File: src/rtl/stack_proc_pkg.sv
// Shared types for the stack processor: opcode and FSM encodings, instruction field layout.
package stack_proc_pkg;

    typedef enum logic [2:0] {
        OP_ADD  = 3'b000,
        OP_SUB  = 3'b001,
        OP_AND  = 3'b010,
        OP_NOT  = 3'b011,
        OP_PUSH = 3'b100,
        OP_POP  = 3'b101,
        OP_JMP  = 3'b110,
        OP_JZ   = 3'b111
    } opcode_t;

    typedef enum logic [2:0] {
        S_FETCH,
        S_DECODE,
        S_EXEC,
        S_MEM,
        S_HALT,
        S_FAULT
    } state_t;

    // Opcode occupies the top OPC_W bits of the word; the operand sits at bit 0.
    localparam int unsigned OPC_W       = 3;
    localparam int unsigned OPERAND_LSB = 0;

    function automatic logic op_is_mem(input opcode_t op);
        return (op == OP_PUSH) || (op == OP_POP);
    endfunction

    // Minimum stack occupancy an opcode needs before it may execute.
    function automatic logic [1:0] op_min_sp(input opcode_t op);
        logic [1:0] r;
        case (op)
            OP_ADD, OP_SUB, OP_AND:  r = 2'd2;
            OP_NOT, OP_POP, OP_JZ:   r = 2'd1;
            default:                 r = 2'd0;
        endcase
        return r;
    endfunction

endpackage

File: src/rtl/stack_proc_if.sv
// Memory bus between the stack processor (master) and its instruction/data memory (slave).
interface stack_proc_if #(
    parameter int DATA_W = 8,
    parameter int ADDR_W = 5
);
    logic              mem_req;
    logic              mem_we;
    logic [ADDR_W-1:0] mem_addr;
    logic [DATA_W-1:0] mem_wdata;
    logic [DATA_W-1:0] mem_rdata;
    logic              mem_ack;

    modport master (
        output mem_req,
        output mem_we,
        output mem_addr,
        output mem_wdata,
        input  mem_rdata,
        input  mem_ack
    );

    modport slave (
        input  mem_req,
        input  mem_we,
        input  mem_addr,
        input  mem_wdata,
        output mem_rdata,
        output mem_ack
    );
endinterface

File: src/rtl/stack_proc_lifo.sv
// Operand stack: push, pop, replace-top, and pop+push (two-operand ALU result) in one cycle.
module stack_proc_lifo #(
    parameter int DATA_W = 8,
    parameter int DEPTH  = 8
) (
    input  logic                       clk,
    input  logic                       rst,
    input  logic                       push,
    input  logic                       pop,
    input  logic                       replace_top,
    input  logic [DATA_W-1:0]          din,
    output logic [DATA_W-1:0]          top,
    output logic [DATA_W-1:0]          next,
    output logic [$clog2(DEPTH+1)-1:0] count
);
    localparam int CNT_W = $clog2(DEPTH + 1);
    localparam int IDX_W = $clog2(DEPTH);
    localparam logic [CNT_W-1:0] DEPTH_C = CNT_W'(DEPTH);

    logic [DATA_W-1:0] r_mem [DEPTH];
    logic [CNT_W-1:0]  r_count;
    logic [IDX_W-1:0]  w_top_idx;
    logic [IDX_W-1:0]  w_next_idx;
    logic [IDX_W-1:0]  w_push_idx;

    always_comb begin
        w_top_idx  = (r_count >= CNT_W'(1)) ? IDX_W'(r_count - CNT_W'(1)) : '0;
        w_next_idx = (r_count >= CNT_W'(2)) ? IDX_W'(r_count - CNT_W'(2)) : '0;
        w_push_idx = (r_count < DEPTH_C)    ? IDX_W'(r_count)             : '0;
    end

    always_ff @(posedge clk) begin
        if (!rst) begin
            r_count <= '0;
        end else if (pop) begin
            r_count <= r_count - CNT_W'(1);
        end else if (push) begin
            r_count <= r_count + CNT_W'(1);
        end
    end

    // Entries are not reset; pop+push overwrites next-to-top, which becomes the new top.
    always_ff @(posedge clk) begin
        if (rst) begin
            if (push && pop) begin
                r_mem[w_next_idx] <= din;
            end else if (push) begin
                r_mem[w_push_idx] <= din;
            end else if (replace_top) begin
                r_mem[w_top_idx] <= din;
            end
        end
    end

    assign top   = r_mem[w_top_idx];
    assign next  = r_mem[w_next_idx];
    assign count = r_count;

endmodule

File: src/rtl/stack_proc.sv
// Multi-cycle stack processor: FETCH/DECODE/EXEC|MEM over a request/ack memory bus.
module stack_proc
    import stack_proc_pkg::*;
#(
    parameter int DATA_W = 8,
    parameter int ADDR_W = 5,
    parameter int DEPTH  = 8
) (
    input  logic                       clk,
    input  logic                       rst,
    stack_proc_if.master               bus,
    output logic [ADDR_W-1:0]          pc,
    output logic [$clog2(DEPTH+1)-1:0] sp,
    output logic                       halted,
    output logic                       fault
);
    localparam int CNT_W = $clog2(DEPTH + 1);
    localparam logic [CNT_W-1:0] DEPTH_C = CNT_W'(DEPTH);

    state_t            r_state;
    state_t            w_next;
    logic [DATA_W-1:0] r_ir;
    logic [ADDR_W-1:0] r_pc;
    logic              r_boot;

    opcode_t           w_opcode;
    logic [ADDR_W-1:0] w_operand;
    logic [DATA_W-1:0] w_top;
    logic [DATA_W-1:0] w_nos;
    logic [CNT_W-1:0]  w_count;
    logic [DATA_W-1:0] w_alu;
    logic              w_pre_ok;
    logic              w_req;
    logic              w_acked;
    logic              w_self_jmp;

    logic              w_mem_we;
    logic [ADDR_W-1:0] w_mem_addr;
    logic [DATA_W-1:0] w_mem_wdata;
    logic              w_ir_load;
    logic              w_pc_inc;
    logic              w_pc_load;
    logic              w_push;
    logic              w_pop;
    logic              w_replace;
    logic [DATA_W-1:0] w_din;

    assign w_opcode  = opcode_t'(r_ir[DATA_W-1 -: OPC_W]);
    assign w_operand = r_ir[OPERAND_LSB +: ADDR_W];

    stack_proc_lifo #(
        .DATA_W (DATA_W),
        .DEPTH  (DEPTH)
    ) u_lifo (
        .clk         (clk),
        .rst         (rst),
        .push        (w_push),
        .pop         (w_pop),
        .replace_top (w_replace),
        .din         (w_din),
        .top         (w_top),
        .next        (w_nos),
        .count       (w_count)
    );

    // No request in the first cycle after reset, nor while reset is held, so a stale ack is ignored.
    assign w_req      = rst && !r_boot && (r_state == S_FETCH || r_state == S_MEM);
    assign w_acked    = w_req && bus.mem_ack;
    assign w_self_jmp = (w_operand == (r_pc - ADDR_W'(1)));
    assign w_pre_ok   = (w_count >= CNT_W'(op_min_sp(w_opcode)))
                        && !(w_opcode == OP_PUSH && w_count == DEPTH_C);

    always_comb begin
        case (w_opcode)
            OP_ADD:  w_alu = w_nos + w_top;
            OP_SUB:  w_alu = w_nos - w_top;
            OP_AND:  w_alu = w_nos & w_top;
            default: w_alu = '0;
        endcase
    end

    always_ff @(posedge clk) begin
        if (!rst) begin
            r_state <= S_FETCH;
        end else begin
            r_state <= w_next;
        end
    end

    always_comb begin
        w_next = r_state;
        case (r_state)
            S_FETCH:  if (w_acked) w_next = S_DECODE;
            S_DECODE: begin
                if (!w_pre_ok)                w_next = S_FAULT;
                else if (op_is_mem(w_opcode)) w_next = S_MEM;
                else                          w_next = S_EXEC;
            end
            S_EXEC:   w_next = (w_opcode == OP_JMP && w_self_jmp) ? S_HALT : S_FETCH;
            S_MEM:    if (w_acked) w_next = S_FETCH;
            S_HALT:   w_next = S_HALT;
            S_FAULT:  w_next = S_FAULT;
            default:  w_next = S_FETCH;
        endcase
    end

    always_comb begin
        w_mem_we    = 1'b0;
        w_mem_addr  = r_pc;
        w_mem_wdata = '0;
        w_ir_load   = 1'b0;
        w_pc_inc    = 1'b0;
        w_pc_load   = 1'b0;
        w_push      = 1'b0;
        w_pop       = 1'b0;
        w_replace   = 1'b0;
        w_din       = '0;
        halted      = (r_state == S_HALT);
        fault       = (r_state == S_FAULT);
        case (r_state)
            S_FETCH: begin
                w_ir_load = w_acked;
                w_pc_inc  = w_acked;
            end
            S_EXEC: begin
                case (w_opcode)
                    OP_ADD, OP_SUB, OP_AND: begin
                        w_push = 1'b1;
                        w_pop  = 1'b1;
                        w_din  = w_alu;
                    end
                    OP_NOT: begin
                        w_replace = 1'b1;
                        w_din     = ~w_top;
                    end
                    OP_JMP: w_pc_load = 1'b1;
                    OP_JZ: begin
                        w_pop     = 1'b1;
                        w_pc_load = (w_top == '0);
                    end
                    default: ;
                endcase
            end
            S_MEM: begin
                w_mem_addr = w_operand;
                if (w_opcode == OP_POP) begin
                    w_mem_we    = 1'b1;
                    w_mem_wdata = w_top;
                    w_pop       = w_acked;
                end else begin
                    w_push = w_acked;
                    w_din  = bus.mem_rdata;
                end
            end
            default: ;
        endcase
    end

    always_ff @(posedge clk) begin
        if (!rst) begin
            r_pc   <= '0;
            r_ir   <= '0;
            r_boot <= 1'b1;
        end else begin
            r_boot <= 1'b0;
            if (w_ir_load) r_ir <= bus.mem_rdata;
            if (w_pc_load) begin
                r_pc <= w_operand;
            end else if (w_pc_inc) begin
                r_pc <= r_pc + ADDR_W'(1);
            end
        end
    end

    assign bus.mem_req   = w_req;
    assign bus.mem_we    = w_mem_we;
    assign bus.mem_addr  = w_mem_addr;
    assign bus.mem_wdata = w_mem_wdata;
    assign pc            = r_pc;
    assign sp            = w_count;

endmodule

File: src/flat_wrapper.sv
// flat-port wrapper written by rule: the top's interface ports become plain ports
module stack_proc_flat import stack_proc_pkg::*;
#(
    parameter int DATA_W = 8,
    parameter int ADDR_W = 5,
    parameter int DEPTH  = 8
)
  (clk, rst, pc, sp, halted, fault, bus_mem_req, bus_mem_we, bus_mem_addr, bus_mem_wdata, bus_mem_rdata, bus_mem_ack);
  stack_proc_if #(.DATA_W(DATA_W), .ADDR_W(ADDR_W)) bus_i ();
  input  logic clk;
  input  logic rst;
  output logic [ADDR_W-1:0] pc;
  output logic [$clog2(DEPTH+1)-1:0] sp;
  output logic halted;
  output logic fault;
  output wire logic [$bits(bus_i.mem_req)-1:0] bus_mem_req;
  output wire logic [$bits(bus_i.mem_we)-1:0] bus_mem_we;
  output wire logic [$bits(bus_i.mem_addr)-1:0] bus_mem_addr;
  output wire logic [$bits(bus_i.mem_wdata)-1:0] bus_mem_wdata;
  input wire logic [$bits(bus_i.mem_rdata)-1:0] bus_mem_rdata;
  input wire logic [$bits(bus_i.mem_ack)-1:0] bus_mem_ack;
  assign bus_mem_req = bus_i.mem_req;
  assign bus_mem_we = bus_i.mem_we;
  assign bus_mem_addr = bus_i.mem_addr;
  assign bus_mem_wdata = bus_i.mem_wdata;
  assign bus_i.mem_rdata = bus_mem_rdata;
  assign bus_i.mem_ack = bus_mem_ack;
  stack_proc #(.DATA_W(DATA_W), .ADDR_W(ADDR_W), .DEPTH(DEPTH)) u_core (.clk(clk), .rst(rst), .bus(bus_i), .pc(pc), .sp(sp), .halted(halted), .fault(fault));
endmodule
File: config.mk
export PLATFORM = sky130hd
export DESIGN_NAME = stack_proc_flat
export DESIGN_NICKNAME = d
export VERILOG_FILES = /design/src/rtl/stack_proc_pkg.sv /design/src/rtl/stack_proc_if.sv /design/src/rtl/stack_proc_lifo.sv /design/src/rtl/stack_proc.sv /design/src/flat_wrapper.sv
export SDC_FILE = /design/constraint.sdc
export NUM_CORES = 1
export LEC_CHECK = 0
export CAP_MARGIN = 20
export CORE_MARGIN = 2
export CORE_UTILIZATION = 30
export CTS_CLUSTER_DIAMETER = 150
export DETAILED_ROUTE_END_ITERATION = 6
export DONT_BUFFER_PORTS = 1
export PLACE_DENSITY = 0.46
export SLEW_MARGIN = 20
export SYNTH_ARGS = -nofsm -noshare
export SYNTH_HDL_FRONTEND = slang
export SYNTH_SLANG_ARGS = --single-unit
File: constraint.sdc
create_clock -name clk -period 6.4 [get_ports clk]
set_input_delay 0.96 -clock clk [delete_from_list [all_inputs] [get_ports clk]]
set_output_delay 0.96 -clock clk [all_outputs]
set_load 0.005 [all_outputs]
== Yosys cells after proc, flatten, opt, wreduce, memory -nomap -nowiden ==
Memories as Yosys holds them, arrays and structs flattened.
Index checks and enable logic that the tools add are counted.

* Flip-flop bits (word level): 21
* Bits in writable memories: 64
* Input bits: 11
* Output and inout bits: 26
* Logic and storage cells: 110
* Memories kept: 1

{| class="wikitable"
|+ Memory list
! memory !! words !! width !! rd ports !! clocked after Yosys merged registers in !! wr ports !! line !! text
|-
| u_core.u_lifo.r_mem || 8 || 8 || 2 || 0 || 1 || stack_proc_lifo.sv:20 || <nowiki>logic [DATA_W-1:0] r_mem [DEPTH];</nowiki>
|}

* Add/sub/neg operators: 7
* $lt $le $gt $ge: 4
* Equal/unequal tests: 16
* Multiplexer cells: 53
* Bitwise operators: 2
* Reduce and logical (&&, ||, !) cells: 22

{| class="wikitable"
|+ Operators with widths
! operator !! count
|-
| two-way mux 8 bit || 5
|-
| one-hot mux 8 bit (2 select lines) || 2
|-
| two-way mux 3 bit || 9
|-
| two-way mux 1 bit || 26
|-
| one-hot mux 8 bit (3 select lines) || 1
|-
| equality test 3 bit (second input constant) || 6
|-
| one-hot mux 3 bit (6 select lines) || 1
|-
| OR reduction 8 bit || 2
|-
| two-way mux 5 bit || 3
|-
| equality test 3 x 2 -> 1 bit (second input constant) || 4
|-
| adder 8 bit || 1
|-
| bitwise AND 8 bit || 1
|-
| logical NOT 8 bit || 1
|-
| two-way mux 4 bit || 2
|-
| NOT 8 bit || 1
|-
| subtractor 8 bit || 1
|-
| logical AND 1 bit || 7
|-
| equality test 3 x 1 -> 1 bit (second input constant) || 2
|-
| logical NOT 3 bit || 2
|-
| one-hot mux 1 bit (2 select lines) || 3
|-
| OR reduction 3 bit || 2
|-
| adder 5 x 1 -> 5 bit (second input constant) || 1
|-
| equality test 5 bit || 1
|-
| subtractor 5 x 1 -> 5 bit (second input constant) || 1
|-
| other kinds (15) || 19
|}

== Longest topological paths before layout ==
* Depth after elaboration: 13
* Mapped depth: 25
* Mapped depth without buffers: 19

== Cells and area by module ==
From an unflattened synthesis, not the netlist that was laid out.

* Cell total of the unflattened synthesis: 557
* Area, all modules: 5472.7 sq um

{| class="wikitable"
|+ By module, submodules not included
! module !! times used !! cells each !! area an instance (sq um) !! sequential area each (sq um)
|-
| stack_proc_lifo || 1 || 308 || 3621.0 || 2001.9
|-
| stack_proc || 1 || 249 || 1851.8 || 340.3
|}

== Least setup slack after synthesis ==
Ideal clock, no wire load.

* Kind: register to register
* From: register u_core.u_lifo.r_count[0], in the netlist u_core.u_lifo.count[0]
* To: memory u_core.u_lifo.r_mem[0][7], data pin
* Setup time: 174 ps
* Arrival time: 4682 ps
* Data required time: 6226 ps
* Path slack: 1544 ps
* Cell stages (with the launch flop): 23
* Buffers on the path: 5
* Clock period less this slack: 4856 ps
* Cell sequence: dfxtp_1 -> buf_2 -> inv_1 -> buf_2 -> buf_1 -> ha_1 -> nand2b_1 -> buf_4 -> o21ai_4 -> mux2_2 -> o211ai_1 -> and2_1 -> clkbuf_1 -> ha_1 -> a21oi_1 -> ha_1 -> nor2b_1 -> o21ai_0 -> a21oi_1 -> o41ai_1 -> xnor3_1 -> or3_1 -> nand3_1

* Word-level cells in the longest chain between the ends: 9
* Elaborated cells on any way between the ends: 16
* Those cells by class: add/sub: 4; order compare: 2; mux: 7; bitwise: 2; memory: 1

{| class="wikitable"
|+ RTL lines
! item !! line !! text
|-
| start, declared || stack_proc_lifo.sv:21 || <nowiki>logic [CNT_W-1:0] r_count;</nowiki>
|-
| start signal, assigned || stack_proc_lifo.sv:36 || <nowiki>r_count <= r_count - CNT_W'(1);</nowiki>
|-
| start signal, assigned || stack_proc_lifo.sv:38 || <nowiki>r_count <= r_count + CNT_W'(1);</nowiki>
|-
| subtractor 4 x 1 -> 4 bit, or another cell as far along || - ||
|-
| two-way mux 3 bit (on tied branches) || stack_proc_lifo.sv:27, stack_proc_lifo.sv:28 ||
|-
| memory read (8 x 8 bit) (*) || - ||
|-
| subtractor 8 bit, or another cell as far along || stack_proc.sv:76 || <nowiki>OP_SUB: w_alu = w_nos - w_top;</nowiki>
|-
| one-hot mux 8 bit (3 select lines) || stack_proc.sv:74 || <nowiki>case (w_opcode)</nowiki>
|-
| one-hot mux 8 bit (2 select lines) (*) || stack_proc.sv:126 || <nowiki>case (w_opcode)</nowiki>
|-
| one-hot mux 8 bit (2 select lines) (*) || stack_proc.sv:120 || <nowiki>case (r_state)</nowiki>
|-
| net u_core.u_lifo.din[7] || stack_proc_lifo.sv:11 || <nowiki>input logic [DATA_W-1:0] din,</nowiki>
|-
| two-way mux 8 bit (no line) || - ||
|-
| two-way mux 8 bit (no line) (*) || - ||
|-
| end, declared || stack_proc_lifo.sv:20 ||
|}

The timed path passes the listed nets; every way through them passes the cells marked *.

== Worst setup path in the final report ==
* From: register u_core.u_lifo.r_count[0], in the netlist u_core.u_lifo.count[0]
* To: memory u_core.u_lifo.r_mem[1][7], data pin

Same word-level chain as after synthesis.

==> impl_results.md <==
- Number of global-route vias before repair: 4832
- Crit Path Max Fanout: 22
- First-pass detailed-route iteration total: 5
- Per-instance average area after synthesis: 9.486 um2
- Post-Synthesis Net Count: 649
- Width of the die: 143.6 um
- Clock root buffer: clkbuf_16
- Leading area contributor after synthesis: edfxtp_1
- Leak Pwr: 2.214 nW
- Via-to-Cell Ratio: 5.733
- Number of DRC markers after the initial detailed-route iteration: 496
- Number of antenna violations at the first check in global routing: 0
- Reg area: 2342 um2
- Ratio of cells with drive above 1 in the final layout: 12.30%
- Sum of routed wire length over all layers: 19650 um
- Worst slew slack as a fraction of its limit: 29.04%
- Total Routing Usage GR: 19.74%
- Count of unresolved DRC violations after routing: 0
- Setup TNS Final: 0 ns
- Area enclosed by the die boundary: 20610 um2
- Post-synthesis cell count: 616
- Worst reg-to-reg setup slack: 1.11 ns
- CTS tree: built
- Count of antenna diodes in the layout: 0
- Final hold slack: 0.5704 ns
- Hold violation total from the final report: 0
- Clock network latency to the later pin of the worst-skew pair: 0.36 ns
- HPWL after detailed placement: 14230 um
- Top cells by area in the synthesized netlist: edfxtp_1 (33%), dfxtp_1 (7.2%), ha_1 (4.5%)
- Time the final worst path needs with I/O delays and setup: 5.288 ns
- CP most frequent cell: nor2_1
- HP Class: register to register
- Type of the worst setup path: register to register
- Resized Gates After CTS: 0
- Worst path arrival time: 5.45 ns
- Worst setup EP type: register
- Number of nets still failing antenna checks after routing: 0
- Maximum level of the CTS H-tree: 3
- Cell-by-cell listing of the critical path: inv_1, buf_4, ha_1, nor4_4, buf_4, nor2_1, nor2_1, a221oi_1, nor2_1, ha_1, nor2b_1, o21ai_0, a21oi_1, o41ai_1, xnor3_1, or3_1, nand3_1
- Final setup violation count: 0
- Commonest cells after routing, fill and taps aside: nand2_1 (64), edfxtp_1 (64), nor2_1 (61)
- Placement row count: 51
- Register area share after synthesis: 40.09%
- Portion of the clock cycle consumed by the worst path in the final layout: 82.63%
- Power Dens Cells: 201.5 nW/um2
- Maximum frequency from static timing analysis: 189.1 MHz
- Avg WL per Cell: 22.46 um
- Area used by multi-input combinational logic: 3231 um2
- Pin slew with the least headroom to its limit: 1.061 ns
- Worst-path clk slew: 0.06 ns
- Crit path largest cell delay: 0.74 ns
- Starting Density: 30.32%
- Clock buffers created by TritonCTS: 9
- Number of different library cells in the post-synthesis netlist: 79
- Std-Cell Core Area: 19270 um2
- Number of max-capacitance violations reported: 0
- CTS hold repair buffers: 0
- Final worst clock skew: 0.008209 ns
- Worst VDD drop: 102.9 uV
- Last weighted congestion value of the routability-driven placer: 0.9376
- Net count, final: 639
- Fraction of post-synthesis cell area in the top cell type by area: 32.89%
- FF+latch count, synth: 85
- Dominant register cell in the synthesized netlist: edfxtp_1
- Post-CTS Setup Inserts: 0
- Maximum number of pins on one net before global-route repair: 23
- Critical Path RT: 6.56 ns
- Fraction of synthesis flops using an asynchronous set or reset pin: 0%
- Remaining Overflow, GRT: 0
- Total number of vias: 5016
- Number of enable-type register cells in the synthesized netlist: 64
- Relative area change from synthesis to final layout: 10.94%
- Outcome: complete, no violations
- Total clock sinks: 85
- Pins over their slew limit: 0
- Fill count: 2010
- I/O Buffers: 0
- First-pass GRT wire length: 29960 um
- Post-synthesis instance area: 5843 um2
- Maximum root-to-sink buffer count: 2
- Highest-delay cell along the critical path: nor2_1
- Number of warnings reported in the yosys synthesis log: 0
- Height of the chip: 143.6 um
- IO Count: 37
- Category of the worst setup path launch point: register
- Setup repair after global routing missed its margin: no
state kept, by name, summed over array words and instances (netlist names):
| register | cells |
|---|---|
| u_core.pc | 5 |
| u_core.u_lifo.count | 4 |
| u_core.r_boot | 1 |
| u_core.u_lifo.r_mem | 64 |
| u_core.r_state | 3 |
| u_core.r_ir | 8 |
area by class of cell:
class | instances | area share (%)
Clock inverter | 6 | 1.737
Sequential cell | 85 | 36.13
Tap cell | 265 | 5.115
Clock buffer | 9 | 3.474
Multi-Input combinational cell | 467 | 49.84
Inverter | 22 | 1.274
Timing Repair Buffer | 21 | 2.432
power breakdown:
part           internal [W]  switching, W  leakage (nW)
Combinational     0.0000389     0.0000609          1.42
Clock              0.000380      0.000231         0.165
Sequential         0.000588    0.00000768         0.632
Yosys cell counts, types with 3 or more instances:
cell type / n
a22oi_1: 3
a211oi_1: 13
edfxtp_1: 64
a211o_1: 4
o31ai_1: 3
nor3_1: 16
o21ai_0: 17
a21oi_1: 46
mux2_2: 12
o211ai_1: 16
ha_1: 21
and3_1: 5
o2bb2ai_1: 5
dfxtp_1: 21
a22o_1: 7
or3_1: 3
mux2i_1: 24
nand2_1: 64
buf_6: 3
nor2_1: 66
buf_2: 10
and2_1: 7
inv_1: 21
nand4_1: 5
o41ai_1: 3
a31oi_1: 3
o221ai_1: 5
nor3b_1: 3
xor2_1: 9
clkbuf_1: 23
a21o_1: 5
nor2b_1: 7
nand2b_1: 5
nand3_1: 16
a32oi_1: 3
buf_4: 4
xnor2_1: 14
logic make-up after synthesis:
family | count (synthesis) | synth area share [%]
AND/OR/NAND/NOR | 210 | 17.32
AO/OA/AOI/OAI | 174 | 22.14
flip-flops | 85 | 40.09
buffers and inverters | 64 | 4.968
multiplexers | 37 | 6.809
XOR/XNOR | 24 | 3.833
adder cells (fa/ha/maj) | 22 | 4.839
worst paths after layout:
kind,from,endpoint,depth (start not counted)
setup reg to reg,u_core.u_lifo.count[0],u_core.u_lifo.r_mem[1][7],17
hold / removal,u_core.r_ir[4],u_core.r_ir[4],2
hold reg to reg,u_core.r_ir[4],u_core.r_ir[4],2
setup / recovery,u_core.u_lifo.count[0],u_core.u_lifo.r_mem[1][7],17
per-layer routing:
layer / GRT usage [%] / part of all wire (%) / wire length [um] / vias up
li1: - / - / - / 2289
met2: 31.50 / 46 / 9087 / 224
met5: 0 / 0 / 0 / -
met4: 9.856 / 3.8 / 739 / 0
met1: 25.44 / 43 / 8534 / 2450
met3: 3.965 / 6.6 / 1289 / 53
critical path: cells and delay by family, from the launching register on:
family	cells	cell delay, ns
adder cells (fa/ha/maj)	2	0.68
AO/OA/AOI/OAI	4	1.21
flip-flops	1	0.36
buffers and inverters	3	0.58
XOR/XNOR	1	0.30
AND/OR/NAND/NOR	7	1.94
per-stage QoR:
step	instance area [um2]	util [%]	instances	setup WS [ns]	total power, W
2_1_floorplan	5843	-	616	1.544	0.0006813
3_3_place_gp	6125	31.78	859	1.276	0.0007051
3_5_place_dp	6132	31.82	859	1.205	0.0007064
4_1_cts	6470	33.57	874	1.176	0.001316
5_1_grt	6482	33.64	875	0.8749	0.001349
6_report	6482	33.64	875	1.112	0.001306
Note: power is estimated with default switching activity, not from simulation.
